===== src/rtl/load_store_unit_pkg.sv =====
// Shared opcode/func constants and legality helpers for the load/store unit.
package load_store_unit_pkg;

    localparam logic [6:0] OP_LOAD  = 7'b0000011;
    localparam logic [6:0] OP_STORE = 7'b0100011;

    localparam logic [2:0] F_LB  = 3'b000;
    localparam logic [2:0] F_LH  = 3'b001;
    localparam logic [2:0] F_LW  = 3'b010;
    localparam logic [2:0] F_LBU = 3'b100;
    localparam logic [2:0] F_LHU = 3'b101;
    localparam logic [2:0] F_SB  = 3'b000;
    localparam logic [2:0] F_SH  = 3'b001;
    localparam logic [2:0] F_SW  = 3'b010;

    function automatic logic func_legal(
        input logic       store,
        input logic [2:0] func
    );
        if (store)
            return func inside {F_SB, F_SH, F_SW};
        return func inside {F_LB, F_LH, F_LW, F_LBU, F_LHU};
    endfunction

    // func[1:0] encodes access size for both loads and stores
    function automatic logic addr_aligned(
        input logic [2:0] func,
        input logic [1:0] off
    );
        case (func[1:0])
            2'b01:   return !off[0];
            2'b10:   return off == 2'b00;
            default: return 1'b1;
        endcase
    endfunction

endpackage


===== src/rtl/load_store_unit_lane_align.sv =====
// Byte-lane steering: store enables/replication and load extract/extend.
module lsu_lane_align
    import load_store_unit_pkg::*;
(
    input  logic        is_store,
    input  logic [2:0]  func,
    input  logic [1:0]  offset,
    input  logic [31:0] store_data,
    input  logic [31:0] rdata,
    output logic [3:0]  be,
    output logic [31:0] wdata,
    output logic [31:0] load_data
);

    logic [31:0] shifted;

    always_comb begin
        be    = 4'b1111;
        wdata = '0;
        if (is_store) begin
            case (func[1:0])
                2'b00: begin
                    be    = 4'b0001 << offset;
                    wdata = {4{store_data[7:0]}};
                end
                2'b01: begin
                    be    = 4'b0011 << {offset[1], 1'b0};
                    wdata = {2{store_data[15:0]}};
                end
                default: begin
                    be    = 4'b1111;
                    wdata = store_data;
                end
            endcase
        end
    end

    assign shifted = rdata >> {offset, 3'b000};

    always_comb begin
        load_data = shifted;
        case (func)
            F_LB:    load_data = {{24{shifted[7]}}, shifted[7:0]};
            F_LH:    load_data = {{16{shifted[15]}}, shifted[15:0]};
            F_LBU:   load_data = {24'd0, shifted[7:0]};
            F_LHU:   load_data = {16'd0, shifted[15:0]};
            default: load_data = shifted;
        endcase
    end

endmodule


===== src/rtl/load_store_unit.sv =====
// Memory-stage load/store engine: bus request FSM, timeout abort,
// and the held load-data register consumed by writeback.
module load_store_unit
    import load_store_unit_pkg::*;
#(
    parameter int unsigned TIMEOUT = 255
) (
    input  logic        clk,
    input  logic        rst_n,
    input  logic        start,
    input  logic [31:0] inst,
    input  logic [31:0] addr,
    input  logic [31:0] rs2_data,
    output logic        busy,
    output logic        done,
    output logic [31:0] DDT,
    output logic        misalign,
    output logic        fault,
    output logic        mem_req,
    output logic        mem_we,
    output logic [31:0] mem_addr,
    output logic [3:0]  mem_be,
    output logic [31:0] mem_wdata,
    input  logic        mem_gnt,
    input  logic        mem_rvalid,
    input  logic [31:0] mem_rdata
);

    localparam logic [1:0] S_IDLE = 2'd0;
    localparam logic [1:0] S_REQ  = 2'd1;
    localparam logic [1:0] S_WAIT = 2'd2;
    localparam logic [1:0] S_DONE = 2'd3;
    localparam logic [7:0] TMO    = 8'(TIMEOUT);

    logic [1:0]  state;
    logic [1:0]  state_nx;
    logic [7:0]  cnt;
    logic        st_q;
    logic [2:0]  func_q;
    logic [31:0] addr_q;
    logic [31:0] rs2_q;
    logic [31:0] ddt_q;
    logic        fault_q;
    logic        misalign_q;

    logic        is_load;
    logic        is_store;
    logic        is_mem;
    logic        legal;
    logic        idle;
    logic        in_req;
    logic        in_wait;
    logic        issue;
    logic        bad;
    logic        cnt_last;
    logic        capture;
    logic        abort;
    logic [3:0]  be;
    logic [31:0] wdata;
    logic [31:0] ld_data;
    logic        unused_inst;

    assign is_load  = inst[6:0] == OP_LOAD;
    assign is_store = inst[6:0] == OP_STORE;
    assign is_mem   = is_load || is_store;
    assign legal    = func_legal(is_store, inst[14:12])
                   && addr_aligned(inst[14:12], addr[1:0]);

    assign idle     = state == S_IDLE;
    assign in_req   = state == S_REQ;
    assign in_wait  = state == S_WAIT;
    assign issue    = idle && start && is_mem && legal;
    assign bad      = idle && start && is_mem && !legal;
    assign cnt_last = (cnt + 8'd1) == TMO;

    assign unused_inst = ^{inst[31:15], inst[11:7]};

    lsu_lane_align u_align (
        .is_store   (st_q),
        .func       (func_q),
        .offset     (addr_q[1:0]),
        .store_data (rs2_q),
        .rdata      (mem_rdata),
        .be         (be),
        .wdata      (wdata),
        .load_data  (ld_data)
    );

    // Completion is checked before the timeout so late data still wins
    always_comb begin
        state_nx = state;
        capture  = 1'b0;
        abort    = 1'b0;
        case (state)
            S_IDLE: begin
                if (issue)
                    state_nx = S_REQ;
            end
            S_REQ: begin
                if (mem_gnt && (st_q || mem_rvalid)) begin
                    state_nx = S_DONE;
                    capture  = !st_q;
                end else if (cnt_last) begin
                    state_nx = S_DONE;
                    abort    = 1'b1;
                end else if (mem_gnt) begin
                    state_nx = S_WAIT;
                end
            end
            S_WAIT: begin
                if (mem_rvalid) begin
                    state_nx = S_DONE;
                    capture  = 1'b1;
                end else if (cnt_last) begin
                    state_nx = S_DONE;
                    abort    = 1'b1;
                end
            end
            default: state_nx = S_IDLE;
        endcase
    end

    always_ff @(posedge clk or negedge rst_n) begin
        if (!rst_n) begin
            state      <= S_IDLE;
            cnt        <= '0;
            st_q       <= 1'b0;
            func_q     <= '0;
            addr_q     <= '0;
            rs2_q      <= '0;
            ddt_q      <= '0;
            fault_q    <= 1'b0;
            misalign_q <= 1'b0;
        end else begin
            state      <= state_nx;
            fault_q    <= abort;
            misalign_q <= bad;
            if (issue) begin
                st_q   <= is_store;
                func_q <= inst[14:12];
                addr_q <= addr;
                rs2_q  <= rs2_data;
                cnt    <= '0;
            end else if (in_req || in_wait) begin
                cnt <= cnt + 8'd1;
            end
            if (capture)
                ddt_q <= ld_data;
        end
    end

    assign busy      = issue || in_req || in_wait;
    assign done      = state == S_DONE;
    assign fault     = fault_q;
    assign misalign  = misalign_q;
    assign DDT       = ddt_q;
    assign mem_req   = in_req;
    assign mem_we    = in_req && st_q;
    assign mem_addr  = in_req ? {addr_q[31:2], 2'b00} : '0;
    assign mem_be    = in_req ? be : '0;
    assign mem_wdata = in_req ? wdata : '0;

endmodule

===== config.mk =====
export PLATFORM = sky130hd
export DESIGN_NAME = load_store_unit
export DESIGN_NICKNAME = d
export VERILOG_FILES = /design/src/rtl/load_store_unit_pkg.sv /design/src/rtl/load_store_unit_lane_align.sv /design/src/rtl/load_store_unit.sv
export SDC_FILE = /design/constraint.sdc
export NUM_CORES = 1
export LEC_CHECK = 0
export CAP_MARGIN = 30
export CORE_MARGIN = 5
export CORE_UTILIZATION = 45
export CTS_BUF_LIST = sky130_fd_sc_hd__clkbuf_4 sky130_fd_sc_hd__clkbuf_8
export CTS_CLUSTER_DIAMETER = 80
export DETAILED_ROUTE_END_ITERATION = 16
export HOLD_SLACK_MARGIN = 0.02
export PLACE_DENSITY_LB_ADDON = 0.2
export SETUP_SLACK_MARGIN = 0.02
export SLEW_MARGIN = 20
export SYNTH_ARGS = -nofsm -noshare
export SYNTH_HDL_FRONTEND = slang
export SYNTH_SLANG_ARGS = --single-unit

===== constraint.sdc =====
create_clock -name clk -period 2.4 [get_ports clk]
set_input_delay 0.24 -clock clk [delete_from_list [all_inputs] [get_ports clk]]
set_output_delay 0.24 -clock clk [all_outputs]
set_load 0.05 [all_outputs]

== Word-level counts from Yosys, hierarchy flattened ==
Index checks and enable logic that the tools add are counted.
W data, S select, Z words.
Word-level totals
  flip-flop bits (word level): 112
  bits of input ports: 133
  output and inout port bits: 106
  word-level logic and storage cells: 84
Operators by class
  $add $sub $neg: 1
  equality and inequality tests: 19
  shifts and indexed selects: 3
  multiplexer cells: 28
  reduce and logical (&&, ||, !) cells: 24
Operator list (count)
  $pmux W32 S4: 1
  $mux W32: 3
  $pmux W32 S2: 1
  $shr A32 B5 Y32: 1
  $mux W8: 2
  $eq A3 B3 Y1 const B: 4
  $mux W2: 6
  $add A8 B1 Y8 const B: 1
  $eq A8 B8 Y1 const B: 1
  $mux W1: 8
  $mux W4: 2
  $pmux W4 S2: 1
  $eq A7 B2 Y1 const B: 1
  $eq A7 B6 Y1 const B: 1
  $logic_and A1 B1 Y1: 7
  $eq A2 B1 Y1 const B: 3
  $eq A2 B2 Y1 const B: 3
  $eq A3 B1 Y1 const B: 2
  $logic_not A2 Y1: 3
  $logic_not A3 Y1: 2
  $pmux W1 S2: 3
  $pmux W2 S3: 1
  $logic_or A1 B1 Y1: 5
  $reduce_bool A5 Y1: 1
  other kinds (10): 12

== Logic depth before layout (Yosys ltp) ==
  depth after elaboration: 8
  mapped depth: 10
  gate-level depth less buffers: 7

== Hierarchy ==
From an unflattened synthesis, not the netlist that was laid out.
Second synthesis, totals
  cell total of the unflattened synthesis: 617
  area total of the unflattened synthesis: 6498.7 sq um
Modules (own cells, without submodules)
  load_store_unit: instances 1, cells an instance 397, area an instance 5099.9 sq um, sequential area each 2802.7 sq um
  lsu_lane_align: instances 1, cells an instance 220, area an instance 1398.8 sq um, sequential area each 0.0 sq um

== Worst setup path after synthesis ==
Ideal clock, no wire load.
  kind: register to output
  from: reg state[1]
  to: out mem_wdata[13]
  arrival time: 2.326 ns
  data required time: 2.160 ns
  setup slack: -0.166 ns
  stages on the path, launching flop included: 6
  buffers on the path: 1
  cell sequence: dfrtp_1 inv_1 ha_1 nand2_1 clkbuf_1 a21oi_1
On the way
  cells in the longest elaborated chain, start to end: 2
Ends and longest elaborated chain
  from (decl): line load_store_unit.sv:35  | logic [1:0] state;
  from (signal assigned): line load_store_unit.sv:135  | state <= state_nx;
  $eq A2 B1 Y1: line load_store_unit.sv:70  | assign in_req = state == S_REQ;
  net mem_req: line load_store_unit.sv:19  | output logic mem_req,
  $mux W32: line load_store_unit.sv:161  | assign mem_wdata = in_req ? wdata : '0;
  to (decl): line load_store_unit.sv:23  | output logic [31:0] mem_wdata,
The timed path passes the listed nets, and every way through them passes these cells.

== Worst setup path after layout ==
  from: in inst[12]
  to: reg rs2_q[2]
On the way
  cells in the longest elaborated chain, start to end: 6
  elaborated cells between the ends (all ways): 14
  those cells by class: eq/ne (6); mux (3); reduce/logical (5)
Ends and longest elaborated chain
  from (decl): line load_store_unit.sv:11  | input logic [31:0] inst,
  $eq A3 B1 Y1 (tied with other cells): line load_store_unit_pkg.sv:21, load_store_unit_pkg.sv:22
  $reduce_bool A3 Y1: line load_store_unit_pkg.sv:21  | return func inside {F_SB, F_SH, F_SW};
  $mux W1: line load_store_unit_pkg.sv:20  | if (store)
  $mux W1: line load_store_unit_pkg.sv:22  | return func inside {F_LB, F_LH, F_LW, F_LBU, F_LHU};
  $logic_and A1 B1 Y1 *: line load_store_unit.sv:67  | && addr_aligned(inst[14:12], addr[1:0]);
  $logic_and A1 B1 Y1 *: line load_store_unit.sv:72  | assign issue = idle && start && is_mem && legal;
  to (signal assigned): line load_store_unit.sv:142  | rs2_q <= rs2_data;
  to (decl): line load_store_unit.sv:41  | logic [31:0] rs2_q;
Mark *: on every way between the ends. The rest lies on a longest branch, timed or not. The select of a mux whose other input is x is not followed.
A chain may end at the register's enable or synchronous reset.

==> impl_results.md <==
- Register area share after synthesis: 0.471
- Crit path max fanout: 43
- Least-Margin Pin Slew: 0.593 ns
- Relative slew slack: 0.605
- Maximum vdd drop: 0.000546 V
- DR WL/cell: 18.5 um
- Initial antenna violation count: 0
- RSZ-0062 raised after global routing: true
- Total grt overflow: 0
- Fin crit period: 2.31 ns
- LEAKAGE: 4.06 nW
- Ys flop type: dfrtp_1
- Yosys top cell area share: 0.471
- Cell row count: 42
- Drt pass-1 iters: 5
- Clock root cell: clkbuf_8
- Total power draw: 7.70 mW
- Crit. End Element: flip-flop
- Pin count of the biggest net entering global routing: 50
- Vias in the first global route: 5505
- # nets final: 925
- Initial Util: 0.455
- Via Count: 5114
- Area Overhead vs Synth: 55.0%
- Required time worst endpoint: 2.66 ns
- Critical Path AT: 2.57 ns
- Final hold violations: 0
- Synth top cells by count: dfrtp_1 (112), mux2_2 (74), nor2_1 (69)
- DRT antenna net count: 0
- MaxCap Viol Count: 0
- Fin crit share: 0.962
- Slew Viols, Final: 0
- Post-DP HPWL: 13.7 mm
- Vias per cell: 5.32
- Global Route Usage Sum: 0.226
- Area post-placement: 8980 um2
- Ys Warns: 0
- Clock Latency Late Sink: 0.37 ns
- Hold crit path type: in2reg
- Die width: 125 um
- CTS clk-pin slew, worst paths: 0.11 ns
- Core area: 13100 um2
- Ranking of synthesized cells by area: dfrtp_1 (47%), mux2_2 (14%), mux2i_1 (5.7%)
- Mapped Cells: 571
- Endpoints failing setup: 0
- Port-buffer cells: 214
- CTS tree: done
- # IOs: 239
- Pwr Density: 835 nW/um2
- Final wirelength: 17.8 mm
- Cts bufs inserted: 9
- Cell area after synthesis: 5950 um2
- Die Ht: 125 um
- Hold Crit Depth: 2
- H-tree Lvls: 3
- Fin cells: 962
- # clock sinks: 112
- EDFF count, synth: 0
- # fillers: 958
- Drc violations: 0
- Cell area after layout: 9230 um2
- Synth async-reset ratio: 1.00
- Share of layout cells above drive strength 1: 0.254
- First-pass GRT wire length: 28.7 mm
- TNS Setup: 0 ns
- WS Path Type: in2reg
- Startpoint types: input port
- Syn avg cell area: 10.4 um2
- Antenna diodes: 0
- Yosys reg bits: 112
- Run status: finished, final reports clean
- Max clock buf depth: 2
- Area leader, netlist: dfrtp_1
- FF+latch area: 2800 um2
- Gpl congestion: 0.870
- Worst reg2reg path depth: 9
- Dpl cells: 943
- Synth unique cells: 46
- Die area: 15600 um2
- Peak Freq: 433 MHz
- Initial drt markers: 426
- Most frequent cell after synthesis: dfrtp_1
- Multi-input gate area: 2920 um2
- Clock skew: 0.0179 ns
==> layout by cell type, fill, tap and decap left out, types with 2 or more instances in the layout <==
cell type / instances
a211oi_1: 10
a21oi_2: 2
and4b_1: 2
o21ai_0: 13
nand2b_1: 6
clkdlybuf4s50_1: 143
and3_1: 10
nand2_1: 42
clkinv_4: 3
a21o_1: 2
dfrtp_1: 112
clkbuf_8: 9
o22ai_1: 4
xor2_1: 5
o21a_1: 2
mux2i_1: 34
buf_4: 21
buf_12: 71
nor2_2: 9
a21oi_1: 45
o22a_1: 8
a31oi_1: 2
conb_1: 2
nor2_1: 60
nor2b_1: 9
and2_1: 32
inv_1: 12
ha_1: 9
nand3_1: 6
mux2_2: 74
==> layout make-up <==
type,instances,area share
multi-input combinational,409,0.316
sequential,112,0.304
tap,176,0.0239
timing repair buffer,238,0.330
inverter,12,0.00488
clock buffer,10,0.0142
clock inverter,5,0.00732
==> cells by family after synthesis <==
group | after synthesis | synth area share
and+or+nand+nor | 185 | 0.149
DFF | 112 | 0.471
muxes | 109 | 0.201
AOI/OAI and AO/OA | 97 | 0.101
buffers and inverters | 51 | 0.0471
adders and majority gates | 10 | 0.0210
xor gates and xnor gates | 6 | 0.00883
other | 1 | 0.000630
==> final timing paths <==
| check | from | endpoint | slack [ns] |
|---|---|---|---|
| max reg2reg | state[1] | DDT[27] | 0.32 |
| min | inst[13] | func_q[1] | 0.34 |
| min reg2reg | addr_q[15] | addr_q[15] | 0.51 |
| max | inst[12] | rs2_q[2] | 0.09 |
| max in group asynchronous | rst_n | st_q | 1.25 |
| min in group asynchronous | rst_n | DDT[3] | 0.39 |
==> stage by stage <==
step / util / setup slack (ns) / hold WS, ns
4_1_cts: 0.703 / 0.0420 / 0.320
6_report: 0.705 / 0.0910 / 0.340
3_3_place_gp: 0.686 / -0.243 / 0.278
5_1_grt: 0.705 / -0.00485 / 0.330
2_1_floorplan: - / 0.0662 / -0.0556
3_5_place_dp: 0.686 / -0.263 / 0.281
==> registers in the layout (all words and copies together), names as in the netlist <==
signal and flops:
DDT 32, addr_q 32, cnt 8, fault 1, func_q 3, misalign 1
rs2_q 32, st_q 1, state 2
==> critical path, cell delays in order <==
cell	delay, ns
clkdlybuf4s50_1	0.42
inv_1	0.09
ha_1	0.16
or3b_1	0.36
a32oi_2	0.22
and4_4	0.30
buf_4	0.15
buf_12	0.24
mux2_2	0.37
==> metal layers <==
layer | vias to the layer above | share of wire | global-route usage | wire, um
met3 | 32 | 0.089 | 0.0802 | 1580
met2 | 208 | 0.50 | 0.389 | 8890
li1 | 2392 | - | - | -
met5 | - | 0 | 0 | 0
met1 | 2482 | 0.38 | 0.260 | 6770
met4 | 0 | 0.030 | 0.0804 | 533
==> where the power goes <==
group	total, mW	switching [mW]	internal, mW
Sequential	2.65	0.341	2.31
Combinational	3.89	2.36	1.53
Clock	1.16	0.658	0.503
==> timing repair <==
action	CTS	global route
gates resized for setup	3	2
pin swaps	2	1
setup buffers	2	2
hold buffers	1	0
endpoints found under the hold margin	41	0
endpoints found under the setup margin	1	66
Power figures use the tool's default switching activity.
